`src/rtl/ram_port_arbiter_pkg.sv`:
```
// Shared types and constants for the capture/dump RAM port arbiter.
package ram_port_arbiter_pkg;

    localparam int unsigned CH_SEL_W = 3;

    // Channel select value that addresses no channel
    localparam logic [CH_SEL_W-1:0] CH_NONE = '0;

    typedef enum logic [1:0] {
        IDLE = 2'd0,
        CAP  = 2'd1,
        DUMP = 2'd2
    } arb_state_t;

endpackage

```
`src/rtl/rd_tag_pipe.sv`:
```
// Delay line carrying a valid bit and a channel tag alongside the RAM read latency.
module rd_tag_pipe #(
    parameter int unsigned RD_LAT = 1,
    parameter int unsigned TAG_W  = 3
) (
    input  logic             clk,
    input  logic             rst_n,
    input  logic             in_valid,
    input  logic [TAG_W-1:0] in_tag,
    output logic             out_valid,
    output logic [TAG_W-1:0] out_tag
);

    logic [RD_LAT-1:0] vld_q;
    logic [TAG_W-1:0]  tag_q [RD_LAT];

    // Shift valid/tag one stage per clock; reset discards everything in flight
    always_ff @(posedge clk or negedge rst_n) begin
        if (!rst_n) begin
            vld_q <= '0;
            for (int unsigned i = 0; i < RD_LAT; i++) begin
                tag_q[i] <= '0;
            end
        end else begin
            vld_q[0] <= in_valid;
            tag_q[0] <= in_tag;
            for (int unsigned i = 1; i < RD_LAT; i++) begin
                vld_q[i] <= vld_q[i-1];
                tag_q[i] <= tag_q[i-1];
            end
        end
    end

    assign out_valid = vld_q[RD_LAT-1];
    assign out_tag   = tag_q[RD_LAT-1];

endmodule

```
`src/rtl/ram_port_arbiter.sv`:
```
// Arbitrates one RAM port between the capture SM (absolute priority) and the dump SM,
// and returns dump read data from the channel selected at issue time.
module ram_port_arbiter
    import ram_port_arbiter_pkg::*;
#(
    parameter int unsigned NUM_CH = 3,
    parameter int unsigned DATA_W = 8,
    parameter int unsigned ADDR_W = 9,
    parameter int unsigned RD_LAT = 1
) (
    input  logic                     clk,
    input  logic                     rst_n,
    input  logic                     cap_req,
    input  logic                     cap_we,
    input  logic [ADDR_W-1:0]        cap_addr,
    input  logic                     dump_req,
    input  logic [ADDR_W-1:0]        dump_addr,
    input  logic [CH_SEL_W-1:0]      ch_sel,
    input  logic [NUM_CH*DATA_W-1:0] ch_rdata,
    output logic                     en,
    output logic                     we,
    output logic [ADDR_W-1:0]        addr,
    output logic                     cap_gnt,
    output logic                     dump_gnt,
    output logic                     rd_valid,
    output logic [DATA_W-1:0]        read_data,
    output logic                     preempt
);

    arb_state_t          state_q;
    arb_state_t          state_d;
    logic                en_d;
    logic                we_d;
    logic [ADDR_W-1:0]   addr_d;
    logic                preempt_d;
    logic [CH_SEL_W-1:0] ch_sel_q;
    logic                pipe_valid;
    logic [CH_SEL_W-1:0] pipe_tag;
    logic [DATA_W-1:0]   sel_data;

    // Next owner of the port: capture always wins, dump only when capture is idle
    always_comb begin
        state_d   = IDLE;
        en_d      = 1'b0;
        we_d      = 1'b0;
        addr_d    = addr;
        preempt_d = preempt;
        if (cap_req) begin
            state_d   = CAP;
            en_d      = 1'b1;
            we_d      = cap_we;
            addr_d    = cap_addr;
            preempt_d = preempt | dump_req;
        end else if (dump_req) begin
            state_d = DUMP;
            en_d    = 1'b1;
            addr_d  = dump_addr;
        end
    end

    // State and registered RAM-port outputs; ch_sel is captured with the grant it tags
    always_ff @(posedge clk or negedge rst_n) begin
        if (!rst_n) begin
            state_q  <= IDLE;
            en       <= 1'b0;
            we       <= 1'b0;
            addr     <= '0;
            cap_gnt  <= 1'b0;
            dump_gnt <= 1'b0;
            preempt  <= 1'b0;
            ch_sel_q <= CH_NONE;
        end else begin
            state_q  <= state_d;
            en       <= en_d;
            we       <= we_d;
            addr     <= addr_d;
            cap_gnt  <= (state_d == CAP);
            dump_gnt <= (state_d == DUMP);
            preempt  <= preempt_d;
            ch_sel_q <= ch_sel;
        end
    end

    rd_tag_pipe #(
        .RD_LAT (RD_LAT),
        .TAG_W  (CH_SEL_W)
    ) u_rd_tag_pipe (
        .clk       (clk),
        .rst_n     (rst_n),
        .in_valid  (state_q == DUMP),
        .in_tag    (ch_sel_q),
        .out_valid (pipe_valid),
        .out_tag   (pipe_tag)
    );

    // Pick the tagged channel slice; an out-of-range tag yields zero
    always_comb begin
        sel_data = '0;
        for (int unsigned i = 0; i < NUM_CH; i++) begin
            if (pipe_tag == CH_SEL_W'(i + 1)) begin
                sel_data = ch_rdata[i*DATA_W +: DATA_W];
            end
        end
    end

    // Register completed reads; read_data holds between completions
    always_ff @(posedge clk or negedge rst_n) begin
        if (!rst_n) begin
            rd_valid  <= 1'b0;
            read_data <= '0;
        end else begin
            rd_valid <= pipe_valid;
            if (pipe_valid) begin
                read_data <= sel_data;
            end
        end
    end

endmodule

```
`config.mk`:
```
export PLATFORM = sky130hd
export DESIGN_NAME = ram_port_arbiter
export DESIGN_NICKNAME = d
export VERILOG_FILES = /design/src/rtl/ram_port_arbiter_pkg.sv /design/src/rtl/rd_tag_pipe.sv /design/src/rtl/ram_port_arbiter.sv
export SDC_FILE = /design/constraint.sdc
export NUM_CORES = 1
export LEC_CHECK = 0
export CAP_MARGIN = 20
export CORE_MARGIN = 2
export CORE_UTILIZATION = 39
export DETAILED_ROUTE_END_ITERATION = 16
export MAX_ROUTING_LAYER = met4
export PLACE_DENSITY = 0.81
export SYNTH_ARGS = -nofsm -noshare
export SYNTH_HDL_FRONTEND = slang
export SYNTH_SLANG_ARGS = --single-unit
```
`constraint.sdc`:
```
create_clock -name clk -period 1.3 [get_ports clk]
set_clock_uncertainty 0.1 [all_clocks]
set_input_delay 0.39 -clock clk [delete_from_list [all_inputs] [get_ports clk]]
set_output_delay 0.39 -clock clk [all_outputs]
set_load 0.05 [all_outputs]
```
==> results summary, run 1 <==
The cell total after placement is 230. The count of endpoints failing hold in the final timing report came to 0. Yosys mapped the design onto 25 distinct sky130hd cell types.

The via-per-instance ratio came out at 4.84. The cell row count is 21. The post-synthesis compound-gate area fraction is 0.158. The final layout contains 250 nets. The synthesized design contains 31 register bits.

The highest ir drop seen on vdd is 0.779 mV. The flow ran to the end, but the final reports show violations. The number of diodes is 0. The y dimension of the die came out at 63.5 µm. The number of buffer and inverter instances along the worst setup path is 1. The sum of overflow across all layers after global routing came out at 0. The number of global-route vias before repair is 1250. The worst hold path begins at ch_sel_q[0]. Setup repair after global routing could not meet its margin everywhere.

In this run the worst hold path is classified as reg -> reg. The post-synthesis share of cell area spent on xor and xnor gates came out at 0. The hold-critical path endpoint is u_rd_tag_pipe.out_tag[0]. The worst endpoint data arrival time came out at 930 ps. TritonCTS built the clock tree. The primary flip-flop cell chosen by synthesis mapping is sky130_fd_sc_hd__dfrtp_1. The net count after synthesis is 163. In the post-route analysis, the smallest setup slack over all paths is -121 ps. The number of clock buffers inserted by TritonCTS came out at 5. The ratio of total power to cell area came out at 1080 nW/µm². The largest family of logic cells by synthesized area is compound AO/OA/AOI/OAI gates. For this configuration, the core starts out at a cell density of 0.411. The number of buffers added to fix hold violations after cts came out at 0.

The share of synthesized area in the top cell type comes to 0.561. The initial antenna violation count came out at 0. The count of TritonRoute iterations in the first routing pass is 4. The overall die area is 4040 µm². The routability congestion estimate came out at 0.716. For this run, the register share of the synthesized area comes to 0.561. The setup slack on the worst flop-to-flop path is 80 ps. The max capacitance violation total came out at 0. Counting instances, the worst hold path has a depth of 0.

The global routing usage summed across all routing layers came out at 0.201. The post-synthesis cell count came out at 113. For this run, the number of standard cells in the final layout without fillers is 247. Wires add up to 3570 µm. Counting along the longest clock path gives a buffer depth of 2. The maximum level of the CTS H-tree is 2. In the final routed layout, each cell accounts on average for 14.4 µm. Total power for the finished layout comes to 2.76 mW.

After clock tree synthesis, the clock-pin slew on the worst setup and hold paths is 90 ps. The minimum clock period after layout came out at 1420 ps. The worst slew margin relative to its limit is 0.823. The area fraction in and, or, nand and nor cells after synthesis came out at 0.155. The share of synthesized registers carrying an async set or reset is 1.00. In the final layout, the share of cells above drive strength 1 is 0.313. The tree is rooted in a sky130_fd_sc_hd__clkbuf_4. STA classifies the critical path endpoint as a primary output.

Detailed placement ended at an HPWL of 2720 µm. The checks that failed: setup timing. The path type of the worst setup path is reg -> out. The cell taking the most area after synthesis is sky130_fd_sc_hd__dfrtp_1. The depth of the worst register-to-register path is 3. The synthesis warning total came out at 0. The first global-routing pass estimated 5980 µm of wire.

The number of I/O pins came out at 73. Each instance of the synthesized netlist takes up on average 12.2 µm². The area growth from synthesis to layout is 84.8%. The transition time at the pin with the least slew margin is 263 ps.

STA classifies the critical path startpoint as a flip-flop. Data on the critical path is required at its endpoint by 810 ps. Clock latency on the worst-skew pair, taken at its later pin, is 330 ps. The leakage dissipation is 1.15 nW.

The region available for standard cell placement spans 3360 µm². The highest fanout seen on the critical path came out at 2. The number of enable-type register cells in the synthesized netlist is 0. The DRC violation count after routing is 0. For the final routed database, the setup TNS stands at -2210 ps. Ranked by instance count, the synthesized netlist is headed by sky130_fd_sc_hd__dfrtp_1 (31), sky130_fd_sc_hd__nor2_1 (14), sky130_fd_sc_hd__mux2i_1 (9), sky130_fd_sc_hd__nand2_1 (9), sky130_fd_sc_hd__o21ai_0 (9). The horizontal die dimension came out at 63.5 µm. By area the synthesized netlist is led by sky130_fd_sc_hd__dfrtp_1 (56%), sky130_fd_sc_hd__o41ai_2 (8.2%), sky130_fd_sc_hd__mux2i_1 (6.5%), sky130_fd_sc_hd__nor2_1 (3.8%), sky130_fd_sc_hd__o21ai_0 (3.3%). The pin count of the biggest net entering global routing is 32. The source of the worst register-to-register timing path is u_rd_tag_pipe.out_tag[1].

The post-detailed-route count of antenna-violating nets came out at 0. The slowest cell on the critical path is sky130_fd_sc_hd__dfrtp_1. The mux contribution to synthesized area came out at 0.0760. The family of cells with the greatest summed delay on the critical path is flip-flops. The total clock sinks came out at 31. Setup violations remaining at the end of the flow were counted as 23. The total via count after detailed routing came out at 1195.

The final period utilization is 1.09. The signal on the critical path passes through buf_12. The worst stage delay on the critical path came out at 430 ps. The most repeated cell in the gate-level netlist after synthesis is sky130_fd_sc_hd__dfrtp_1.

The worst reg2reg path endpoint is read_data[1]. The quantity of I/O buffers inserted on ports came out at 72. The fmax is 0.704 GHz. The cell area that synthesis handed to floorplanning was 1380 µm². The final number of max-transition violations came out at 0. The DRC marker count from the first detailed-route iteration came out at 37. Of the total synthesized cell area, the portion taken by full adders, half adders and majority gates is 0.
==> power breakdown <==
group	switching [mW]	internal [mW]	leakage, nW
registers	0.0924	1.05	0.374
logic	0.443	0.552	0.733
clock network	0.309	0.318	0.0386
==> worst max-delay path by stage <==
| stage | start | end | slack [ps] | cells past startpoint |
|---|---|---|---|---|
| floorplan | u_rd_tag_pipe.out_tag[0] | read_data[5] | 160 | 4 |
| global placement | dump_req | addr[1] | -220 | 4 |
| detailed placement | dump_req | addr[6] | -320 | 4 |
| CTS | addr[8] | addr[8] | -140 | 1 |
| global route | addr[8] | addr[8] | -170 | 1 |
| finish | addr[8] | addr[8] | -120 | 1 |
==> timing repair <==
| item | CTS | global route |
|---|---|---|
| hold endpoints to repair | 0 | 0 |
| buffers inserted | 4 | 5 |
| gates resized for setup | 2 | 1 |
| pin swaps | 0 | 0 |
| endpoints found under the setup margin | 28 | 26 |
==> cell families (layout without fill, tap and decap cells) <==
logic type,Yosys count,after routing
buf+inv,8,96
simple gates,39,39
mux,10,10
flops,31,31
compound gates,25,25
==> placed cells by master, fill, tap and decap left out <==
| cell type | n |
|---|---|
| sky130_fd_sc_hd__nand3b_4 | 1 |
| sky130_fd_sc_hd__a21oi_2 | 3 |
| sky130_fd_sc_hd__clkbuf_4 | 5 |
| sky130_fd_sc_hd__clkdlybuf4s50_1 | 49 |
| sky130_fd_sc_hd__clkbuf_8 | 2 |
| sky130_fd_sc_hd__nor2_2 | 1 |
| sky130_fd_sc_hd__buf_12 | 26 |
| sky130_fd_sc_hd__nand2_1 | 9 |
| sky130_fd_sc_hd__mux2_4 | 1 |
| sky130_fd_sc_hd__nand2b_1 | 7 |
| sky130_fd_sc_hd__o21ai_0 | 9 |
| sky130_fd_sc_hd__mux2i_1 | 9 |
| sky130_fd_sc_hd__a31oi_1 | 1 |
| sky130_fd_sc_hd__nor2_1 | 14 |
| sky130_fd_sc_hd__clkbuf_1 | 1 |
| sky130_fd_sc_hd__and2_1 | 1 |
| sky130_fd_sc_hd__dfrtp_2 | 2 |
| sky130_fd_sc_hd__a21o_1 | 1 |
| sky130_fd_sc_hd__nand3b_1 | 1 |
| sky130_fd_sc_hd__nor2b_1 | 2 |
| sky130_fd_sc_hd__buf_4 | 12 |
| sky130_fd_sc_hd__nand4bb_1 | 1 |
| sky130_fd_sc_hd__o41ai_2 | 7 |
| sky130_fd_sc_hd__nand2b_4 | 1 |
| sky130_fd_sc_hd__dfrtp_1 | 29 |
| sky130_fd_sc_hd__or2_2 | 1 |
| sky130_fd_sc_hd__a21oi_1 | 4 |
| sky130_fd_sc_hd__buf_6 | 1 |
==> stage by stage <==
stage / util / hold slack [ps] / worst slack (ps) / instance area (µm²)
6_report: 0.760 / 257 / -121 / 2550
5_1_grt: 0.760 / 263 / -168 / 2550
4_1_cts: 0.747 / 262 / -143 / 2510
3_5_place_dp: 0.717 / 235 / -319 / 2410
3_3_place_gp: 0.717 / 235 / -218 / 2410
2_1_floorplan: - / -5.59 / 162 / 1380
==> layout make-up <==
cell class / count / area (µm²)
flip-flops and latches: 31 / 778
multi-input cells: 74 / 538
fillers: 219 / 808
well taps: 46 / 57.6
clock buffers: 8 / 68.8
repair buffers: 88 / 1110
==> registers in the layout, summed over array words and instances, names as in the netlist <==
name	cells
addr	9
read_data	8
ch_sel_q	3
u_rd_tag_pipe.out_tag	3
cap_gnt	1
dump_gnt	1
en	1
preempt	1
rd_valid	1
state_q	1
u_rd_tag_pipe.out_valid	1
we	1
==> metal layers <==
metal	GRT usage	wire, µm
met4	0.0897	68
met3	0.0696	351
met1	0.238	1460
met2	0.309	1690
met5	-	0
(Power assumes the default switching activity.)
==> inputs of run 2 (changes only) <==
- GPL_ROUTABILITY_DRIVEN: unset -> 0
==> results of run 2 <==
Final layout, timing and power as in run 1 (identical DEF).
==> inputs of run 3 (changes only) <==
- GPL_ROUTABILITY_DRIVEN: 0 -> unset
==> results of run 3 <==
Final layout, timing and power as in run 1 (identical DEF).
